### src/rtl/uart_rx_fifo_pkg.sv
// Shared widths, depth and capture-FSM encoding for the UART receive FIFO.
package UART_MIKE_pkg;

  localparam int UART_DATA_WIDTH    = 8;
  localparam int UART_RX_FIFO_DEPTH = 8;

  typedef enum logic [1:0] {
    IDLE  = 2'd0,
    PUSH  = 2'd1,
    CLEAR = 2'd2
  } rx_fifo_state_e;

endpackage

### src/rtl/uart_rx_fifo_sync_fifo.sv
// Single-clock FIFO with a separate occupancy counter; head entry is read
// combinationally and forced to zero while empty.
module uart_sync_fifo #(
  parameter int W     = 9,
  parameter int DEPTH = 8
) (
  input  logic                     clk,
  input  logic                     n_rst,
  input  logic                     push,
  input  logic [W-1:0]             wr_data,
  input  logic                     pop,
  output logic [W-1:0]             rd_data,
  output logic                     full,
  output logic                     empty,
  output logic [$clog2(DEPTH):0]   count
);

  localparam int AW = $clog2(DEPTH);
  localparam int CW = AW + 1;

  logic [W-1:0]  mem_q [DEPTH];
  logic [AW-1:0] wr_ptr_q, wr_ptr_d;
  logic [AW-1:0] rd_ptr_q, rd_ptr_d;
  logic [CW-1:0] count_q, count_d;
  logic          do_push, do_pop;

  assign empty   = (count_q == '0);
  assign full    = (count_q == CW'(DEPTH));
  assign do_pop  = pop & ~empty;
  // A push into a full FIFO only lands when the head leaves on the same edge.
  assign do_push = push & (~full | do_pop);

  always_comb begin
    wr_ptr_d = wr_ptr_q;
    rd_ptr_d = rd_ptr_q;
    count_d  = count_q;
    if (do_push) wr_ptr_d = wr_ptr_q + 1'b1;
    if (do_pop)  rd_ptr_d = rd_ptr_q + 1'b1;
    if (do_push && !do_pop && !full)       count_d = count_q + 1'b1;
    else if (do_pop && !do_push && !empty) count_d = count_q - 1'b1;
  end

  always_ff @(posedge clk or negedge n_rst) begin
    if (!n_rst) begin
      wr_ptr_q <= '0;
      rd_ptr_q <= '0;
      count_q  <= '0;
    end else begin
      wr_ptr_q <= wr_ptr_d;
      rd_ptr_q <= rd_ptr_d;
      count_q  <= count_d;
    end
  end

  always_ff @(posedge clk) begin
    if (do_push) mem_q[wr_ptr_q] <= wr_data;
  end

  assign rd_data = empty ? '0 : mem_q[rd_ptr_q];
  assign count   = count_q;

endmodule

### src/rtl/uart_rx_fifo.sv
// Captures bytes from the UART core with a flag/clear handshake and queues
// them, each tagged with its parity status, for a ready/valid consumer.
module uart_rx_fifo
  import UART_MIKE_pkg::*;
#(
  parameter int DATA_W = UART_DATA_WIDTH,
  parameter int DEPTH  = UART_RX_FIFO_DEPTH
) (
  input  logic                   clk,
  input  logic                   n_rst,
  input  logic                   rx_flag,
  input  logic [DATA_W-1:0]      rx_data,
  input  logic                   parity_error,
  output logic                   rx_flag_clr,
  output logic [DATA_W-1:0]      rd_data,
  output logic                   rd_perr,
  output logic                   rd_valid,
  input  logic                   rd_ready,
  output logic [$clog2(DEPTH):0] fifo_count,
  output logic                   overflow,
  input  logic                   overflow_clr
);

  rx_fifo_state_e    state_q, state_d;
  logic [DATA_W-1:0] data_q, data_d;
  logic              perr_q, perr_d;
  logic              wr_pend_q, wr_pend_d;
  logic              rx_flag_clr_q, rx_flag_clr_d;
  logic              overflow_q, overflow_d;
  logic              ovf_set;

  logic              fifo_full, fifo_empty, fifo_pop;
  logic [DATA_W:0]   fifo_rd;

  assign fifo_pop = rd_valid & rd_ready;

  // The keep/drop decision is made in PUSH; the write itself lands one edge
  // later, so an accepted byte shows up two edges after rx_flag is sampled.
  always_comb begin
    state_d   = state_q;
    data_d    = data_q;
    perr_d    = perr_q;
    wr_pend_d = 1'b0;
    ovf_set   = 1'b0;
    case (state_q)
      IDLE: begin
        if (rx_flag) begin
          state_d = PUSH;
          data_d  = rx_data;
          perr_d  = parity_error;
        end
      end
      PUSH: begin
        state_d = CLEAR;
        if (fifo_full && !fifo_pop) ovf_set   = 1'b1;
        else                        wr_pend_d = 1'b1;
      end
      CLEAR: begin
        if (!rx_flag) state_d = IDLE;
      end
      default: state_d = IDLE;
    endcase
    rx_flag_clr_d = (state_d == CLEAR);
    overflow_d    = ovf_set | (overflow_q & ~overflow_clr);
  end

  always_ff @(posedge clk or negedge n_rst) begin
    if (!n_rst) begin
      state_q       <= IDLE;
      data_q        <= '0;
      perr_q        <= 1'b0;
      wr_pend_q     <= 1'b0;
      rx_flag_clr_q <= 1'b0;
      overflow_q    <= 1'b0;
    end else begin
      state_q       <= state_d;
      data_q        <= data_d;
      perr_q        <= perr_d;
      wr_pend_q     <= wr_pend_d;
      rx_flag_clr_q <= rx_flag_clr_d;
      overflow_q    <= overflow_d;
    end
  end

  uart_sync_fifo #(
    .W     (DATA_W + 1),
    .DEPTH (DEPTH)
  ) u_fifo (
    .clk     (clk),
    .n_rst   (n_rst),
    .push    (wr_pend_q),
    .wr_data ({perr_q, data_q}),
    .pop     (fifo_pop),
    .rd_data (fifo_rd),
    .full    (fifo_full),
    .empty   (fifo_empty),
    .count   (fifo_count)
  );

  assign rd_valid    = ~fifo_empty;
  assign rd_data     = fifo_rd[DATA_W-1:0];
  assign rd_perr     = fifo_rd[DATA_W];
  assign rx_flag_clr = rx_flag_clr_q;
  assign overflow    = overflow_q;

endmodule

### config.mk
export PLATFORM = sky130hd
export DESIGN_NAME = uart_rx_fifo
export DESIGN_NICKNAME = d
export VERILOG_FILES = /design/src/rtl/uart_rx_fifo_pkg.sv /design/src/rtl/uart_rx_fifo_sync_fifo.sv /design/src/rtl/uart_rx_fifo.sv
export SDC_FILE = /design/constraint.sdc
export NUM_CORES = 1
export LEC_CHECK = 0
export BUFFER_PORTS_ARGS = -buffer_cell sky130_fd_sc_hd__clkbuf_2
export CAP_MARGIN = 25
export CORE_MARGIN = 2
export CORE_UTILIZATION = 49
export DETAILED_ROUTE_END_ITERATION = 8
export GPL_TIMING_DRIVEN = 0
export HOLD_SLACK_MARGIN = 0.15
export PLACE_DENSITY_LB_ADDON = 0.15
export RECOVER_POWER = 25
export SYNTH_ARGS = -nofsm -noshare
export SYNTH_HDL_FRONTEND = slang
export SYNTH_SLANG_ARGS = --single-unit
### constraint.sdc
create_clock -name clk -period 4 [get_ports clk]
set_clock_uncertainty 0.15 [all_clocks]
set_input_delay 0.4 -clock clk [delete_from_list [all_inputs] [get_ports clk]]
set_output_delay 0.4 -clock clk [all_outputs]
set_load 0.02 [all_outputs]
Yosys cells after proc, flatten, opt, wreduce, memory -nomap -nowiden
Memory sizes are Yosys's and may differ from the RTL's.
Index checks and enable logic that the tools add are counted.
Widths: inputs -> output; s select.
{"block": "word_totals", "wordCells": 53, "mem_count": 1, "mem_bits_rw": 72, "register_bits": 24}
{"name": "u_fifo.mem_q", "words": 8, "width": 9, "rd": 1, "rd_clocked_by_memory_dff": 0, "write_ports": 1, "line": "uart_rx_fifo_sync_fifo.sv:21", "source": "logic [W-1:0] mem_q [DEPTH];"}
{"block": "classes", "addsub": 4, "bitwise": 9, "eq_ne": 4, "reduce_logical": 14, "muxes": 12}
{"op": "$mux 9", "n": 1}
{"op": "$mux 4", "n": 2}
{"op": "$add 3x1->3 const B", "n": 2}
{"op": "$mux 1", "n": 6}
{"op": "$pmux 2 s3", "n": 1}
{"op": "$logic_and 1x1->1", "n": 5}
{"op": "$logic_not 1->1", "n": 5}
{"op": "$add 4x1->4 const B", "n": 1}
{"op": "$and 1x1->1", "n": 4}
{"op": "$eq 2x2->1 const B", "n": 2}
{"op": "$eq 4x4->1 const B", "n": 1}
{"op": "$logic_not 4->1", "n": 1}
{"op": "$mux 2", "n": 2}
{"op": "$sub 4x1->4 const B", "n": 1}
{"op": "$not 1->1", "n": 3}
{"op": "$eq 2x1->1 const B", "n": 1}
{"op": "$logic_not 2->1", "n": 1}
{"op": "$or 1x1->1", "n": 2}
{"op": "$reduce_and 2->1", "n": 1}
{"op": "$reduce_bool 2->1", "n": 1}

Depth between registers and ports, before layout
Gate-level depths: netlist (run 1).
{"block": "depth", "word_depth": 11, "mapped_depth": 9, "mapped_depth_nobuf": 8}

Modules after synthesis
From an unflattened synthesis (run 1), not the netlist that was laid out.
{"block": "hier_totals", "hier_cells": 212, "area_unflattened_um2": 3917.5}
{"module": "uart_sync_fifo", "area_each_um2": 3384.5, "instances": 1, "cells_per_inst": 177}
{"module": "uart_rx_fifo", "area_each_um2": 533.0, "instances": 1, "cells_per_inst": 35}

Worst setup path before layout (run 1)
OpenSTA, ideal clock, no wires.
{"block": "synth_timing", "path_kind": "flip-flop to flip-flop", "startpoint": "register u_fifo.count_q[0], in the netlist u_fifo.count[0]", "endpoint": "register u_fifo.count_q[3], in the netlist u_fifo.count[3]", "n_path_buf": 1, "path_stages_with_launch": 10, "t_required_ns": 3.703, "setup_slack_ns": 1.368, "arrival_ns": 2.335, "cell_sequence": "dfrtp_1 or3_1 buf_6 nand2_1 o211ai_1 ha_1 a211oi_1 or3b_1 o211ai_1 o221ai_1"}
{"block": "synth_between", "elab_chain_len": 10, "elab_cells_between_ends": 21}
{"element": "start, declared", "line": "uart_rx_fifo_sync_fifo.sv:24", "source": "logic [CW-1:0] count_q, count_d;"}
{"element": "start signal, assigned", "line": "uart_rx_fifo_sync_fifo.sv:51", "source": "count_q <= count_d;"}
{"element": "$logic_not 4->1", "line": "uart_rx_fifo_sync_fifo.sv:27", "source": "assign empty = (count_q == '0);"}
{"element": "$not 1->1", "line": "uart_rx_fifo_sync_fifo.sv:29, uart_rx_fifo.sv:100"}
{"element": "$and 1x1->1", "line": "uart_rx_fifo.sv:35", "source": "assign fifo_pop = rd_valid & rd_ready;"}
{"element": "$and 1x1->1", "line": "uart_rx_fifo_sync_fifo.sv:29", "source": "assign do_pop = pop & ~empty;"}
{"element": "$or 1x1->1", "line": "uart_rx_fifo_sync_fifo.sv:31", "source": "assign do_push = push & (~full | do_pop);"}
{"element": "$and 1x1->1", "line": "uart_rx_fifo_sync_fifo.sv:31"}
{"element": "$logic_not 1->1", "line": "uart_rx_fifo_sync_fifo.sv:40", "source": "else if (do_pop && !do_push && !empty) count_d = count_q - 1'b1;"}
{"element": "$logic_and 1x1->1 (2 in a row)", "line": "uart_rx_fifo_sync_fifo.sv:40"}
{"element": "$reduce_bool 2->1 (no line)"}
Parallel ways exist; a longest one is shown, timed or not. The select of a mux whose other input is x is not followed.
A chain may end at the register's enable or synchronous reset.

Final worst setup path (run 1)
{"block": "layout_timing", "startpoint": "register u_fifo.rd_ptr_q[1]", "endpoint": "output port rd_data[0]"}
{"block": "layout_between", "elab_chain_len": 2}
{"element": "start, declared", "line": "uart_rx_fifo_sync_fifo.sv:23", "source": "logic [AW-1:0] rd_ptr_q, rd_ptr_d;"}
{"element": "start signal, assigned", "line": "uart_rx_fifo_sync_fifo.sv:50", "source": "rd_ptr_q <= rd_ptr_d;"}
{"element": "$mem_v2 8x9"}
{"element": "$mux 9", "line": "uart_rx_fifo_sync_fifo.sv:59", "source": "assign rd_data = empty ? '0 : mem_q[rd_ptr_q];"}
{"element": "end, declared", "line": "uart_rx_fifo.sv:15", "source": "output logic [DATA_W-1:0] rd_data,"}
No other way between the ends.

==> results of run 1 <==
cell usage in the layout (no fill, tap or decap), types with 5 or more instances in the layout:
cell type       n
buf_4           5
clkbuf_2       28
clkbuf_8        9
dfrtp_1        24
dlygate4sd3_1  11
edfxtp_1       72
mux2_2          9
mux2i_1         9
mux4_2         18
nand2_1         6
nand2b_1        5
nor2_1         18
layer usage:
metal  share of wire (%)  GRT usage (%)  vias to the layer above
met3                 2.6          3.384                        6
met5                   0              0                        -
met1                  48          25.72                      984
li1                    -              -                      919
met2                  48          26.98                       26
met4                 1.1          6.250                        0
sequential cells by signal, summed over array words and instances, names as in the netlist:
signal,cells
perr_q,1
data_q,8
u_fifo.count,4
u_fifo.wr_ptr_q,3
u_fifo.mem_q,72
wr_pend_q,1
u_fifo.rd_ptr_q,3
state_q,2
overflow,1
rx_flag_clr,1
power by group through the flow:
stage	Combinational [W]	Clock [W]	Sequential (W)
2_1_floorplan	0.000909	0	0.00156
6_report	0.00124	0.000600	0.00157
3_5_place_dp	0.00125	0	0.00160
3_3_place_gp	0.00122	0	0.00158
4_1_cts	0.00126	0.000618	0.00157
5_1_grt	0.00136	0.000658	0.00161
kinds of logic after synthesis:
group / count (synthesis) / synth area share (%)
and+or+nand+nor: 39 / 4.975
AOI/OAI and AO/OA: 11 / 2.806
muxes: 40 / 16.74
DFF: 96 / 70.41
buffers and inverters: 12 / 1.722
xor gates and xnor gates: 7 / 1.563
adders and majority gates: 5 / 1.786
stage by stage:
stage / instance area [um2] / utilization, %
floorplan: 3924 / -
global placement: 4192 / 54.24
detailed placement: 4202 / 54.37
CTS: 4501 / 58.24
global route: 4534 / 58.68
finish: 4534 / 58.68
path summary, 6_finish.rpt:
check | from | endpoint | slack (ns) | cells past startpoint
worst max register to register | u_fifo.count[0] | u_fifo.count[3] | 1.28 | 8
worst min-delay path | rx_flag | rx_flag_clr | 0.18 | 3
worst min register to register | u_fifo.wr_ptr_q[0] | u_fifo.wr_ptr_q[0] | 0.37 | 1
max in group asynchronous | n_rst | data_q[7] | 2.79 | 2
worst max-delay path | u_fifo.rd_ptr_q[1] | rd_data[0] | 1.00 | 6
min in group asynchronous | n_rst | data_q[5] | 0.47 | 2
final cells by class:
| cell class | count | area share [%] |
|---|---|---|
| inverters | 3 | 0.3035 |
| clock inverters | 6 | 1.352 |
| plain buffers | 9 | 1.187 |
| flip-flops and latches | 96 | 60.93 |
| repair buffers | 43 | 6.264 |
| multi-input cells | 102 | 24.34 |
| clock buffers | 10 | 2.815 |
| well taps | 102 | 2.815 |
worst max-delay path, stage by stage, from the launching register on:
cell and delay (ns):
dfrtp_1 0.35, clkbuf_1 0.56, buf_2 0.41, mux4_2 0.34, mux2i_1 0.18, nor2_1 0.08, clkbuf_2 0.17
what timing repair did:
action | 4_1_cts | 5_1_grt
setup endpoints to repair | 0 | 0
hold buffers | 11 | 0
buffers inserted | 0 | 0
endpoints found under the hold margin | 34 | 0
==> flow_metrics.env, run 1 <==
export IMPL_outcome="finished clean"
export IMPL_net_switching_power_w=0.001170
export IMPL_number_of_synthesized_flops_with_an_enable_pin=72
export IMPL_timing_slew_headroom_pct=36.23
export IMPL_nFillCells=591
export IMPL_clkSlewWorstSetupHoldPaths_ns=0.09
export IMPL_initial_core_util_pct=50.78
export IMPL_worstMarginPinSlew_ns=0.9530
export IMPL_dpl_worst_slack_ns=1.304
export IMPL_antenna_found_initial=0
export IMPL_design_core_area_mm2=0.007727
export IMPL_grt_max_degree=25
export IMPL_synthCells=210
export IMPL_finalSetupViolations=0
export IMPL_design_die_area_mm2=0.008739
export IMPL_setup_tns_ns=0
export IMPL_wire_length_of_the_first_global_routing_pass_mm=11.01
export IMPL_synth_ff_latch_count=96
export IMPL_number_of_cts_inserted_buffers=9
export IMPL_synth_ff_type="edfxtp_1"
export IMPL_std_cell_rows=32
export IMPL_postSynth_asyncResetShare_pct=25.00
export IMPL_numClockSinks=96
export IMPL_p_int_w=0.002242
export IMPL_ff_latch_area_mm2=0.002763
export IMPL_dp_cells=340
export IMPL_cts_tree="built"
export IMPL_grt_util_all_layers_pct=17.68
export IMPL_worst_setup_path_end_kind="primary output"
export IMPL_globalRoute_totalOverflow=0
export IMPL_worstPathMaxFanout=10
export IMPL_stdcell_count=371
export IMPL_layout_area_overhead_vs_synth_pct=15.56
export IMPL_worst_skew_late_latency_ns=0.34
export IMPL_vdd_drop_max_mv=0.4235
export IMPL_total_leakage_power_nw=1.649
export IMPL_drive_gt1_share_pct=34.20
export IMPL_ctsResizeCount=0
export IMPL_netlist_top_cells_count="edfxtp_1, dfrtp_1, mux4_2, nor2_1"
export IMPL_worstSetupPathType="flip-flop to primary output"
export IMPL_place_gp_congestion=0.7047
export IMPL_remaining_drc_errors=0
export IMPL_synth_top_cells_by_area="edfxtp_1, dfrtp_1, mux4_2"
export IMPL_avgViaCountPerCell=5.216
export IMPL_max_cap_viol_count=0
export IMPL_fin_hold_ws_ns=0.1772
export IMPL_detailed_place_hpwl_mm=4.333
export IMPL_placement_io_buffers=28
export IMPL_grt_setup_unrepaired="false"
export IMPL_post_route_antenna_net_violation_count=0
export IMPL_syn_num_nets=229
export IMPL_postLayoutSetupSlackWorst_ns=1.002
export IMPL_yosys_area_top_type="edfxtp_1"
export IMPL_netlist_cell_type_count=39
export IMPL_avgRoutedWirePerCell_um=18.94
export IMPL_dr_pass1_iters=4
export IMPL_cts_path_max_buffers=2
export IMPL_required_ns=3.45
export IMPL_finalHoldViolCount=0
export IMPL_finalMaxSlewViolations=0
export IMPL_htreeDepth=3
export IMPL_grt_pass1_vias=1967
export IMPL_min_period_over_period_pct=74.94
export IMPL_num_vias=1935
export IMPL_total_power_w=0.003412
export IMPL_critical_path_source_type="flip-flop"
export IMPL_floorplan_die_width_um=93.49
export IMPL_comb_power_share_pct=36.4
export IMPL_clock_fmax_mhz=333.6
export IMPL_netlist_area_leader_share_pct=55.10
export IMPL_initialDrtViolationCount=90
export IMPL_multi_input_comb_area_mm2=0.001104
export IMPL_synthesis_area_mm2=0.003924
export IMPL_data_arrival_time_of_the_worst_path_ns=2.45
export IMPL_die_y_extent_um=93.49
export IMPL_post_synth_top_count_cell="edfxtp_1"
export IMPL_number_of_nets_in_the_layout=283
export IMPL_postSynthAreaPerCell_um2=18.68
export IMPL_ys_warn_count=0
export IMPL_num_io_pins=30
export IMPL_min_period_ns=2.998
export IMPL_synth_yosys_seq_area_share_pct=70.41
export IMPL_power_share_sequential_pct=46.0
export IMPL_hold_path_class="input port to flip-flop"
export IMPL_clockPowerShare_pct=17.6
export IMPL_power_density_mw_per_mm2=752.5
export IMPL_cts_root_buffer_cell="clkbuf_8"
export IMPL_swShare_pct=34.30
export IMPL_route_final_wire_length_mm=7.026
export IMPL_antenna_diode_count=0
Note: power is estimated with default switching activity, not from simulation.
==> inputs of run 2 (changes only) <==
- clock period: 4 -> 3 ns (I/O delays scaled with it)
==> run 2 against run 1 <==
Net effect: count of clock-buffer cells in the layout did not move; via count rose by 0.88%; first-iteration DRC count rose by 10%; clock power rose by 33%; sequential share of layout area fell by 0.15 points; critical path depth rose by 2; critical path type is now flip-flop to flip-flop.
==> flow_metrics.env, run 2 (same netlist as run 1, synthesis figures left out) <==
export IMPL_use_met1_pct=25.72
export IMPL_max_cap_viol_count=0
export IMPL_data_arrival_time_of_the_worst_path_ns=2.78
export IMPL_remaining_drc_errors=0
export IMPL_nFillCells=589
export IMPL_worst_hold_path_endpoint="u_fifo.rd_ptr_q[0]"
export IMPL_reg2reg_setup_slack_ns=0.28
export IMPL_grt_util_all_layers_pct=17.68
export IMPL_num_vias=1952
export IMPL_num_io_pins=30
export IMPL_layout_area_overhead_vs_synth_pct=15.85
export IMPL_min_period_over_period_pct=90.63
export IMPL_timing_critical_path_buf_inv=1
export IMPL_post_route_antenna_net_violation_count=0
export IMPL_clock_fmax_mhz=367.8
export IMPL_critPathTopFamily="compound AO/OA/AOI/OAI gates"
export IMPL_cts_tree="built"
export IMPL_drive_gt1_share_pct=34.44
export IMPL_design_core_area_mm2=0.007727
export IMPL_dr_pass1_iters=4
export IMPL_cp_slowest_cell="dfrtp_1"
export IMPL_avgRoutedWirePerCell_um=18.94
export IMPL_initial_core_util_pct=50.78
export IMPL_worstSetupPathType="flip-flop to flip-flop"
export IMPL_cts_path_max_buffers=2
export IMPL_worst_setup_path_end_kind="flip-flop"
export IMPL_critical_path_source_type="flip-flop"
export IMPL_setup_tns_ns=0
export IMPL_placement_io_buffers=28
export IMPL_total_leakage_power_nw=1.656
export IMPL_final_cell_mix="edfxtp_1, clkbuf_2, dfrtp_1"
export IMPL_clkSlewWorstSetupHoldPaths_ns=0.09
export IMPL_die_y_extent_um=93.49
export IMPL_min_period_ns=2.719
export IMPL_wire_length_of_the_first_global_routing_pass_mm=11.01
export IMPL_antenna_found_initial=0
export IMPL_largest_register_ffs=72
export IMPL_ff_latch_area_mm2=0.002763
export IMPL_hold_path_depth=3
export IMPL_hold_path_startpoint="rd_ready"
export IMPL_floorplan_die_width_um=93.49
export IMPL_htreeDepth=3
export IMPL_outcome="finished clean"
export IMPL_multi_input_comb_area_mm2=0.001104
export IMPL_worst_r2r_startpoint="u_fifo.count[0]"
export IMPL_grtUsageMet2_pct=26.98
export IMPL_number_of_cts_inserted_buffers=9
export IMPL_std_cell_rows=32
export IMPL_finalSetupViolations=0
export IMPL_crit_path_cell_trace="or3_1 -> buf_6 -> o211ai_1 -> ha_1 -> a211oi_1 -> or3b_1 -> o22a_1 -> o221ai_1"
export IMPL_design_die_area_mm2=0.008739
export IMPL_cpPeakStageDelay_ns=0.46
export IMPL_required_ns=3.06
export IMPL_worstPathMaxFanout=9
export IMPL_number_of_nets_in_the_layout=284
export IMPL_hold_path_class="input port to flip-flop"
export IMPL_grt_pass1_vias=1969
export IMPL_registers_top_by_ff_count="u_fifo.mem_q"
export IMPL_grt_max_degree=25
export IMPL_initialDrtViolationCount=99
export IMPL_place_gp_congestion=0.7047
export IMPL_power_density_mw_per_mm2=1002
export IMPL_reg2reg_to="u_fifo.count[3]"
export IMPL_cts_root_buffer_cell="clkbuf_8"
export IMPL_finalHoldViolCount=0
export IMPL_antenna_diode_count=0
export IMPL_worst_skew_late_latency_ns=0.34
export IMPL_r2r_cells=8
export IMPL_detailed_place_hpwl_mm=4.333
export IMPL_global_route_peak_usage_layer="met2"
export IMPL_route_final_wire_length_mm=7.047
export IMPL_globalRoute_totalOverflow=0
export IMPL_fin_hold_ws_ns=0.1648
export IMPL_timing_slew_headroom_pct=34.72
export IMPL_avgViaCountPerCell=5.247
export IMPL_finalMaxSlewViolations=0
export IMPL_numClockSinks=96
export IMPL_worstMarginPinSlew_ns=0.9739
export IMPL_post_cts_repair_setup_buffers=0
export IMPL_grt_use_met3_pct=3.384
export IMPL_grt_setup_unrepaired="false"
export IMPL_vdd_drop_max_mv=0.5654
export IMPL_layout_commonest_cell="edfxtp_1"
run 2: changes by cell type in the layout (fill, tap and decap cells not counted), sizes merged:
cell         delta
dlygate4sd3     +1
run 2: final cells by class:
cell class,instances,share of cell area (%)
buffer,9,1.211
clock buffer,10,2.808
clock inverter,6,1.349
inverter,3,0.3028
multi-input combinational,102,24.28
sequential,96,60.78
tap,102,2.808
timing repair buffer,44,6.468
run 2: repair_timing:
item                                    CTS  global route
endpoints found under the hold margin    36             0
endpoints found under the setup margin    0             6
gates resized for setup                   0             2
hold buffers                             12             0
run 2: routing by layer:
metal	vias up	routed length, um	share of wire [%]
li1	921	-	-
met1	1002	3421	49
met2	23	3384	48
met3	6	164	2.3
met4	0	77	1.1
met5	-	0	0
run 2: stage by stage:
stage	util (%)	cells	worst slack [ns]	power, W	area [um2]
floorplan	-	210	0.3675	0.003296	3924
global placement	54.24	340	0.2042	0.003732	4192
detailed placement	54.37	340	0.3039	0.003796	4202
CTS	58.37	368	0.05090	0.004605	4511
global route	58.82	372	0.03876	0.004837	4546
finish	58.82	372	0.2810	0.004554	4546
run 2: worst max-delay path by stage:
stage / from / endpoint / slack [ns] / depth (start not counted)
2_1_floorplan: u_fifo.count[0] / u_fifo.count[3] / 0.37 / 9
3_3_place_gp: u_fifo.count[0] / u_fifo.mem_q[0][7] / 0.20 / 5
3_5_place_dp: u_fifo.count[0] / u_fifo.count[3] / 0.30 / 8
4_1_cts: u_fifo.rd_ptr_q[1] / rd_perr / 0.05 / 6
5_1_grt: u_fifo.count[0] / u_fifo.count[3] / 0.04 / 8
6_report: u_fifo.count[0] / u_fifo.count[3] / 0.28 / 8
run 2: power by group:
group / switching (W) / internal, W / total, W / leakage [nW]
Clock: 0.000419 / 0.000381 / 0.000800 / 0.0859
Sequential: 0.000257 / 0.00184 / 0.00209 / 0.937
Combinational: 0.000888 / 0.000771 / 0.00166 / 0.633
Total: 0.00156 / 0.00299 / 0.00455 / 1.66
run 2: worst reg2reg max path, stage by stage (launching register included):
cell	delay [ns]
dfrtp_1	0.46
or3_1	0.41
buf_6	0.16
o211ai_1	0.30
ha_1	0.30
a211oi_1	0.35
or3b_1	0.22
o22a_1	0.14
o221ai_1	0.11
